<file path="src/rtl/fft_ctrl_pkg.sv">
// Shared types and constants for the FFT frame scheduler.
// Config word encodes transform direction in bit 0.
package fft_ctrl_pkg;

  localparam int FFT_NCH = 8;
  localparam int FFT_DW  = 32;

  localparam logic [7:0] CFG_FWD = 8'h01;
  localparam logic [7:0] CFG_INV = 8'h00;

  typedef enum logic [1:0] {
    CONFIG,
    COLLECT,
    STREAM
  } state_t;

  function automatic logic [7:0] cfg_word(input logic fwd);
    return fwd ? CFG_FWD : CFG_INV;
  endfunction

endpackage

</file>
<file path="src/rtl/fft_frame_ctrl_if.sv">
// Config and frame-data streams toward the FFT core.
// master = scheduler side, slave = core side.
interface fft_frame_ctrl_if
  import fft_ctrl_pkg::*;
#(
  parameter int DW = FFT_DW
);

  logic [7:0]    cfg_tdata;
  logic          cfg_tvalid;
  logic          cfg_tready;
  logic [DW-1:0] s_tdata;
  logic          s_tvalid;
  logic          s_tready;
  logic          s_tlast;

  modport master (
    output cfg_tdata,
    output cfg_tvalid,
    input  cfg_tready,
    output s_tdata,
    output s_tvalid,
    input  s_tready,
    output s_tlast
  );

  modport slave (
    input  cfg_tdata,
    input  cfg_tvalid,
    output cfg_tready,
    input  s_tdata,
    input  s_tvalid,
    output s_tready,
    input  s_tlast
  );

endinterface

</file>
<file path="src/rtl/fft_slot_bank.sv">
// Per-channel sample slots with full flags.
// Clear drops only the flags; data is overwritten on next capture.
module fft_slot_bank
  import fft_ctrl_pkg::*;
#(
  parameter int NCH = FFT_NCH,
  parameter int DW  = FFT_DW,
  localparam int IW = (NCH > 1) ? $clog2(NCH) : 1
) (
  input  logic              clk,
  input  logic              rst,
  input  logic [NCH-1:0]    we,
  input  logic [NCH*DW-1:0] din,
  input  logic              clr,
  input  logic [IW-1:0]     idx,
  output logic [DW-1:0]     rdata,
  output logic [NCH-1:0]    full,
  output logic              all_full,
  output logic              fill_done
);

  logic [DW-1:0] slot [NCH];

  always_ff @(posedge clk) begin
    if (rst) begin
      full <= '0;
      for (int i = 0; i < NCH; i++) begin
        slot[i] <= '0;
      end
    end else begin
      for (int i = 0; i < NCH; i++) begin
        if (we[i]) begin
          slot[i] <= din[i*DW +: DW];
          full[i] <= 1'b1;
        end
      end
      if (clr) begin
        full <= '0;
      end
    end
  end

  assign rdata     = slot[idx];
  assign all_full  = &full;
  // frame completes at this edge
  assign fill_done = &(full | we);

endmodule

</file>
<file path="src/rtl/fft_frame_ctrl.sv">
// Frame scheduler: one-shot core config, per-channel slot
// collection, then AXI-Stream frame delivery with tlast.
module fft_frame_ctrl
  import fft_ctrl_pkg::*;
#(
  parameter int NCH = FFT_NCH,
  parameter int DW  = FFT_DW,
  parameter bit FWD = 1'b1
) (
  input  logic              clk,
  input  logic              rst,
  input  logic [NCH*DW-1:0] ch_tdata,
  input  logic [NCH-1:0]    ch_tvalid,
  output logic [NCH-1:0]    ch_tready,
  fft_frame_ctrl_if.master  io,
  input  logic              evt_tlast_unexpected,
  input  logic              evt_tlast_missing,
  output logic [15:0]       frame_cnt,
  output logic [7:0]        err_cnt,
  output logic              busy
);

  localparam int IW = (NCH > 1) ? $clog2(NCH) : 1;

  state_t          state;
  logic            cfg_valid;
  logic [IW-1:0]   idx;
  logic [NCH-1:0]  full;
  logic [NCH-1:0]  we;
  logic [DW-1:0]   rdata;
  logic            all_full;
  logic            fill_done;
  logic            last;
  logic            beat;
  logic            clr;

  fft_slot_bank #(
    .NCH (NCH),
    .DW  (DW)
  ) u_bank (
    .clk       (clk),
    .rst       (rst),
    .we        (we),
    .din       (ch_tdata),
    .clr       (clr),
    .idx       (idx),
    .rdata     (rdata),
    .full      (full),
    .all_full  (all_full),
    .fill_done (fill_done)
  );

  assign ch_tready = (state == COLLECT) ? ~full : '0;
  assign we        = ch_tvalid & ch_tready;
  assign last      = (idx == IW'(NCH - 1));
  assign beat      = io.s_tvalid & io.s_tready;
  assign clr       = beat & last;
  assign busy      = (state != COLLECT);

  assign io.cfg_tdata  = cfg_word(FWD);
  assign io.cfg_tvalid = cfg_valid;
  assign io.s_tvalid   = (state == STREAM) & all_full;
  assign io.s_tdata    = (state == STREAM) ? rdata : '0;
  assign io.s_tlast    = (state == STREAM) & last;

  always_ff @(posedge clk) begin
    if (rst) begin
      state     <= CONFIG;
      cfg_valid <= 1'b0;
      idx       <= '0;
      frame_cnt <= '0;
    end else begin
      unique case (state)
        CONFIG: begin
          if (cfg_valid && io.cfg_tready) begin
            cfg_valid <= 1'b0;
            state     <= COLLECT;
          end else begin
            cfg_valid <= 1'b1;
          end
        end
        COLLECT: begin
          if (fill_done) begin
            state <= STREAM;
          end
        end
        STREAM: begin
          if (beat) begin
            if (last) begin
              idx       <= '0;
              frame_cnt <= frame_cnt + 16'd1;
              state     <= COLLECT;
            end else begin
              idx <= idx + IW'(1);
            end
          end
        end
        default: state <= CONFIG;
      endcase
    end
  end

  always_ff @(posedge clk) begin
    if (rst) begin
      err_cnt <= '0;
    end else if ((evt_tlast_unexpected | evt_tlast_missing)
                 && (err_cnt != 8'hFF)) begin
      err_cnt <= err_cnt + 8'd1;
    end
  end

endmodule

</file>
<file path="src/flat_wrapper.sv">
// flat-port wrapper written by rule: the top's interface ports become plain ports
module fft_frame_ctrl_flat import fft_ctrl_pkg::*;
#(
  parameter int NCH = FFT_NCH,
  parameter int DW  = FFT_DW,
  parameter bit FWD = 1'b1
)
  (clk, rst, ch_tdata, ch_tvalid, ch_tready, evt_tlast_unexpected, evt_tlast_missing, frame_cnt, err_cnt, busy, io_cfg_tdata, io_cfg_tvalid, io_cfg_tready, io_s_tdata, io_s_tvalid, io_s_tready, io_s_tlast);
  fft_frame_ctrl_if #(.DW(DW)) io_i ();
  input  logic clk;
  input  logic rst;
  input  logic [NCH*DW-1:0] ch_tdata;
  input  logic [NCH-1:0] ch_tvalid;
  output logic [NCH-1:0] ch_tready;
  input  logic evt_tlast_unexpected;
  input  logic evt_tlast_missing;
  output logic [15:0] frame_cnt;
  output logic [7:0] err_cnt;
  output logic busy;
  output wire logic [$bits(io_i.cfg_tdata)-1:0] io_cfg_tdata;
  output wire logic [$bits(io_i.cfg_tvalid)-1:0] io_cfg_tvalid;
  input wire logic [$bits(io_i.cfg_tready)-1:0] io_cfg_tready;
  output wire logic [$bits(io_i.s_tdata)-1:0] io_s_tdata;
  output wire logic [$bits(io_i.s_tvalid)-1:0] io_s_tvalid;
  input wire logic [$bits(io_i.s_tready)-1:0] io_s_tready;
  output wire logic [$bits(io_i.s_tlast)-1:0] io_s_tlast;
  assign io_cfg_tdata = io_i.cfg_tdata;
  assign io_cfg_tvalid = io_i.cfg_tvalid;
  assign io_i.cfg_tready = io_cfg_tready;
  assign io_s_tdata = io_i.s_tdata;
  assign io_s_tvalid = io_i.s_tvalid;
  assign io_i.s_tready = io_s_tready;
  assign io_s_tlast = io_i.s_tlast;
  fft_frame_ctrl #(.NCH(NCH), .DW(DW), .FWD(FWD)) u_core (.clk(clk), .rst(rst), .ch_tdata(ch_tdata), .ch_tvalid(ch_tvalid), .ch_tready(ch_tready), .io(io_i), .evt_tlast_unexpected(evt_tlast_unexpected), .evt_tlast_missing(evt_tlast_missing), .frame_cnt(frame_cnt), .err_cnt(err_cnt), .busy(busy));
endmodule
</file>
<file path="config.mk">
export PLATFORM = sky130hd
export DESIGN_NAME = fft_frame_ctrl_flat
export DESIGN_NICKNAME = d
export VERILOG_FILES = /design/src/rtl/fft_ctrl_pkg.sv /design/src/rtl/fft_frame_ctrl_if.sv /design/src/rtl/fft_slot_bank.sv /design/src/rtl/fft_frame_ctrl.sv /design/src/flat_wrapper.sv
export SDC_FILE = /design/constraint.sdc
export NUM_CORES = 1
export LEC_CHECK = 0
export CAP_MARGIN = 20
export CORE_UTILIZATION = 39
export CTS_BUF_LIST = sky130_fd_sc_hd__clkbuf_4 sky130_fd_sc_hd__clkbuf_8 sky130_fd_sc_hd__clkbuf_16
export DETAILED_ROUTE_END_ITERATION = 8
export HOLD_SLACK_MARGIN = 0.05
export MAX_ROUTING_LAYER = met4
export PLACE_DENSITY = 0.64
export SLEW_MARGIN = 0
export SYNTH_ARGS = -nofsm -noshare
export SYNTH_HDL_FRONTEND = slang
export SYNTH_SLANG_ARGS = --single-unit
export TNS_END_PERCENT = 50
</file>
<file path="constraint.sdc">
create_clock -name clk -period 6.4 [get_ports clk]
set_input_delay 0.64 -clock clk [delete_from_list [all_inputs] [get_ports clk]]
set_output_delay 0.64 -clock clk [all_outputs]
set_load 0.005 [all_outputs]
</file>
==> results <==
- The number of design rule violations left after detail routing is 0.
- The fraction of the cycle the final worst path needs is 0.6447.
- For this run, the detailed router's first-pass iteration total came to 5.
- The nature of the critical path startpoint is a flop.
- Traced cell by cell, the critical path runs through buf_4, mux4_2, mux2i_1, nor2_1, clkdlybuf4s50_1.
- The half-perimeter wire length after detailed placement is between 20000 and 30000 µm.
- The root buffer cell chosen for the clock tree is sky130_fd_sc_hd__clkbuf_16.
- The multi-input combinational cell area is 4710 µm².
- Routability-driven placement finished with a final weighted congestion of about 0.88.
- The number of enable flip-flop cells after synthesis is roughly 260.
- Static timing analysis puts the maximum clock frequency at around 240 MHz.
- The kind of capture point of the worst setup path is a primary output.
- Once detail routing completed, the nets flagged for antenna violations numbered 0.
- The most used flip-flop cell after synthesis is sky130_fd_sc_hd__edfxtp_1.
- In the final routed layout, each cell accounts on average for around 25 µm.
- The region available for standard cell placement spans 33700 µm².
- The final non-filler cell area is between 15000 and 20000 µm².
- The number of warnings printed during yosys synthesis is 0.
- The highest fanout seen on the critical path is 39.
- The minimum period implied by the final worst setup slack is a little over 4 ns.
- The total stage count of the critical path is 5.
- For this run, the register share of the synthesized area comes to 0.6329.
- The leading cell type in the layout, fill and taps excluded is sky130_fd_sc_hd__clkdlybuf4s50_1.
- The async set-reset flop share out of synthesis is 0.
- TritonCTS built the clock tree.
- Broken down by cell family, the worst path's largest delay share belongs to buffers and inverters.
- The hold violation count in the final report is 0.
- Setup repair after global routing left no endpoint under its margin.
- After detailed routing, the number of vias per cell comes to between 5 and 6.
- In this run the deepest clock path goes through 3 buffers.
- The slowest cell on the critical path is sky130_fd_sc_hd__dfxtp_4.
- The run finished with clean final reports.
- The initial antenna violation count is 8.
- The maximum vdd ir drop is ~140 µV.
- The synthesized design contains 297 register bits.
- The worst-case reg-to-reg path depth is 4.
- The final critical-path setup slack is roughly 2.3 ns.
- For this run, the total global-route usage over all layers was measured as 0.2514.
- The register area is 8517 µm².
- For the pin with the worst max-slew slack, the measured transition is about 1.2 ns.
- The total clock sinks is a little under 300.
- Counting the fill cells in the layout gives around 2800.
- Across all hold checks on the routed design, the worst slack comes to a little under 0.5 ns.
- The number of standard cells after synthesis is roughly 940.
- The data arrival time of the critical path is approximately 3.5 ns.
- The number of buffers and inverters on the critical path is 2.
- The clock edge transition at the registers on the reported setup and hold paths is roughly 0.06 ns.
- By startpoint and endpoint, the worst setup path is classified as reg2out.
- The library cells used most frequently in the layout, excluding fill and tap cells, are 336 x sky130_fd_sc_hd__clkdlybuf4s50_1, 256 x sky130_fd_sc_hd__edfxtp_1, 192 x sky130_fd_sc_hd__and2_1, 78 x sky130_fd_sc_hd__nor2_1, 68 x sky130_fd_sc_hd__nor2b_1.
- Synthesis instantiated 48 different standard cells from the library.
- For this configuration, the core starts out at a cell density of 0.3989.
- The fraction of layout cells with a size suffix above 1 is 0.1223.
- Timing analysis after detailed placement gives a worst setup slack of between 2 and 3 ns.
- For this block, the via count after detailed routing is roughly 9000.
- At the worst endpoint, the required time is around 5.8 ns.
- The floorplan die area is ~35000 µm².
- The total negative slack for setup checks is 0 ns.
- In this run the cell area measured after placement is around 17000 µm².
- The number of global-route vias before repair was between 9000 and 10000.
- The maximum number of pins on one net before global-route repair is 95.
- Across the run, the number of max-cap violations was 0.
- The maximum clock skew at final layout is ~0.0081 ns.
- The total of endpoints with negative setup slack in the final report is 0.
- Post-CTS timing repair inserted 0 buffers for setup.
- Buffers inserted during clock tree synthesis total 34.
- Compared with the post-synthesis result, the final layout area differs by 36.71%.
- The deepest level of the CTS H-tree is 2.
- The register-to-register path setup slack is between 3 and 4 ns.
- The path category of the worst min-delay check is reg2reg.
- The count of final max-slew check failures is 0.
- The startpoint identified for the worst register-to-register timing path is u_core.state[1]$_SDFFE_PP0P_.
- The I/O pin total is 346.
- The wire length of the first global-routing pass is 61850 µm.
- The cell leakage power is about 6.5 nW.
- The clock insertion delay at the later pin of the skew report is 0.50 ns.
- The total of cells resized after clock tree synthesis is 0.
- The die is between 150 and 200 µm tall.
- The die width is 187.7 µm.
- In this run the power density over the cells is around 250 nW/µm².
- The net count of the finished layout is between 1500 and 2000.
- The number of buffers inserted for hold repair after clock tree synthesis is 0.
- Global routing finished with a remaining overflow of 0.
- The critical register-to-register path endpoint is u_core.frame_cnt[14]$_SDFFE_PP0P_.
- The end point of the critical path is io_s_tdata[4].
- The worst pin sits at a relative slew slack of 0.2290.
- The wire length reported by the detailed router is between 40000 and 50000 µm.
- The mean area per synthesized cell is about 14 µm².
- The floorplan has 67 rows.
- The number of violations reported at the end of detailed-routing iteration 0 is ~650.
- The count of buffers added on input and output ports is about 340.
- The maximum single-stage delay on the critical path is approximately 0.92 ns.
- The post-synth design cell area is between 10000 and 15000 µm².
## worst register-to-register path, cell delays in order, from the launching register on
cell,delay [ns]
sky130_fd_sc_hd__dfxtp_1,0.55
sky130_fd_sc_hd__nand2b_4,0.36
sky130_fd_sc_hd__or4_4,0.82
sky130_fd_sc_hd__nor4b_1,0.42
sky130_fd_sc_hd__mux2_2,0.38
## per-stage QoR
stage          utilization  power, mW  instances
6_report            0.5454      4.566       1748
3_3_place_gp        0.5133      2.725       1681
2_1_floorplan            -      2.441        948
4_1_cts             0.5448      4.606       1740
5_1_grt             0.5454      4.700       1748
3_5_place_dp        0.5133      2.728       1681
## cell usage after synthesis, drive strengths merged, types with 7 or more instances
library cell  number  area share
a21oi              8      0.0030
and2             192       0.089
and3b              8      0.0052
buf               23       0.011
clkbuf            44       0.012
dfxtp             41       0.061
edfxtp           256        0.57
inv                7      0.0020
mux2i             36       0.027
mux4              64        0.11
nand2             13      0.0036
nand2b             7      0.0038
nand3              8      0.0030
nor2              84       0.023
nor2b             68       0.032
o21ai             11      0.0041
## registers in the layout, summed over array words and instances (netlist names), named ones only
| name | count |
|---|---|
| u_core.u_bank.full | 8 |
| u_core.io.cfg_tvalid | 1 |
| u_core.state | 2 |
| u_core.frame_cnt | 16 |
| u_core.err_cnt | 8 |
| u_core.idx | 3 |
| u_core.u_bank.slot | 256 |
## area by class of cell
class	count	share of cell area
Multi-Input combinational cell	576	0.2562
Sequential cell	297	0.4634
Antenna cell	8	0.001089
Timing Repair Buffer	352	0.1894
Inverter	8	0.001634
Tap cell	448	0.03050
Clock buffer	45	0.05174
Clock inverter	14	0.006059
## layer usage
metal	vias up	track usage	part of all wire
li1	4084	-	-
met1	4447	0.2876	0.38
met2	407	0.4325	0.51
met3	67	0.05596	0.078
met4	0	0.08943	0.036
met5	-	-	0
## kinds of logic (layout without fill, tap and decap cells)
group	Yosys count	in the layout	share of synthesized area
flops	297	297	0.6329
mux	103	103	0.1365
compound gates	45	45	0.02252
xor+xnor	6	6	0.003909
simple gates	410	410	0.1749
fa+ha+maj	4	4	0.003723
buf+inv	75	419	0.02504
other cells	2	16	0.0005586
## where the power goes
part	internal, mW	total, mW	switching (mW)	leakage [nW]
Combinational	0.233	0.403	0.170	2.94
Clock	1.12	1.88	0.760	0.530
Sequential	2.23	2.28	0.0507	2.99
## worst min path at each step
stage	start	end	cells past startpoint
after CTS	u_core.frame_cnt[15]$_SDFFE_PP0P_	u_core.frame_cnt[15]$_SDFFE_PP0P_	2
after global placement	u_core.frame_cnt[15]$_SDFFE_PP0P_	u_core.frame_cnt[15]$_SDFFE_PP0P_	2
final	u_core.frame_cnt[15]$_SDFFE_PP0P_	u_core.frame_cnt[15]$_SDFFE_PP0P_	2
after floorplan	u_core.frame_cnt[15]$_SDFFE_PP0P_	u_core.frame_cnt[15]$_SDFFE_PP0P_	2
after global routing	u_core.frame_cnt[15]$_SDFFE_PP0P_	u_core.frame_cnt[15]$_SDFFE_PP0P_	2
after detailed placement	u_core.frame_cnt[15]$_SDFFE_PP0P_	u_core.frame_cnt[15]$_SDFFE_PP0P_	2
(Power assumes the default switching activity.)
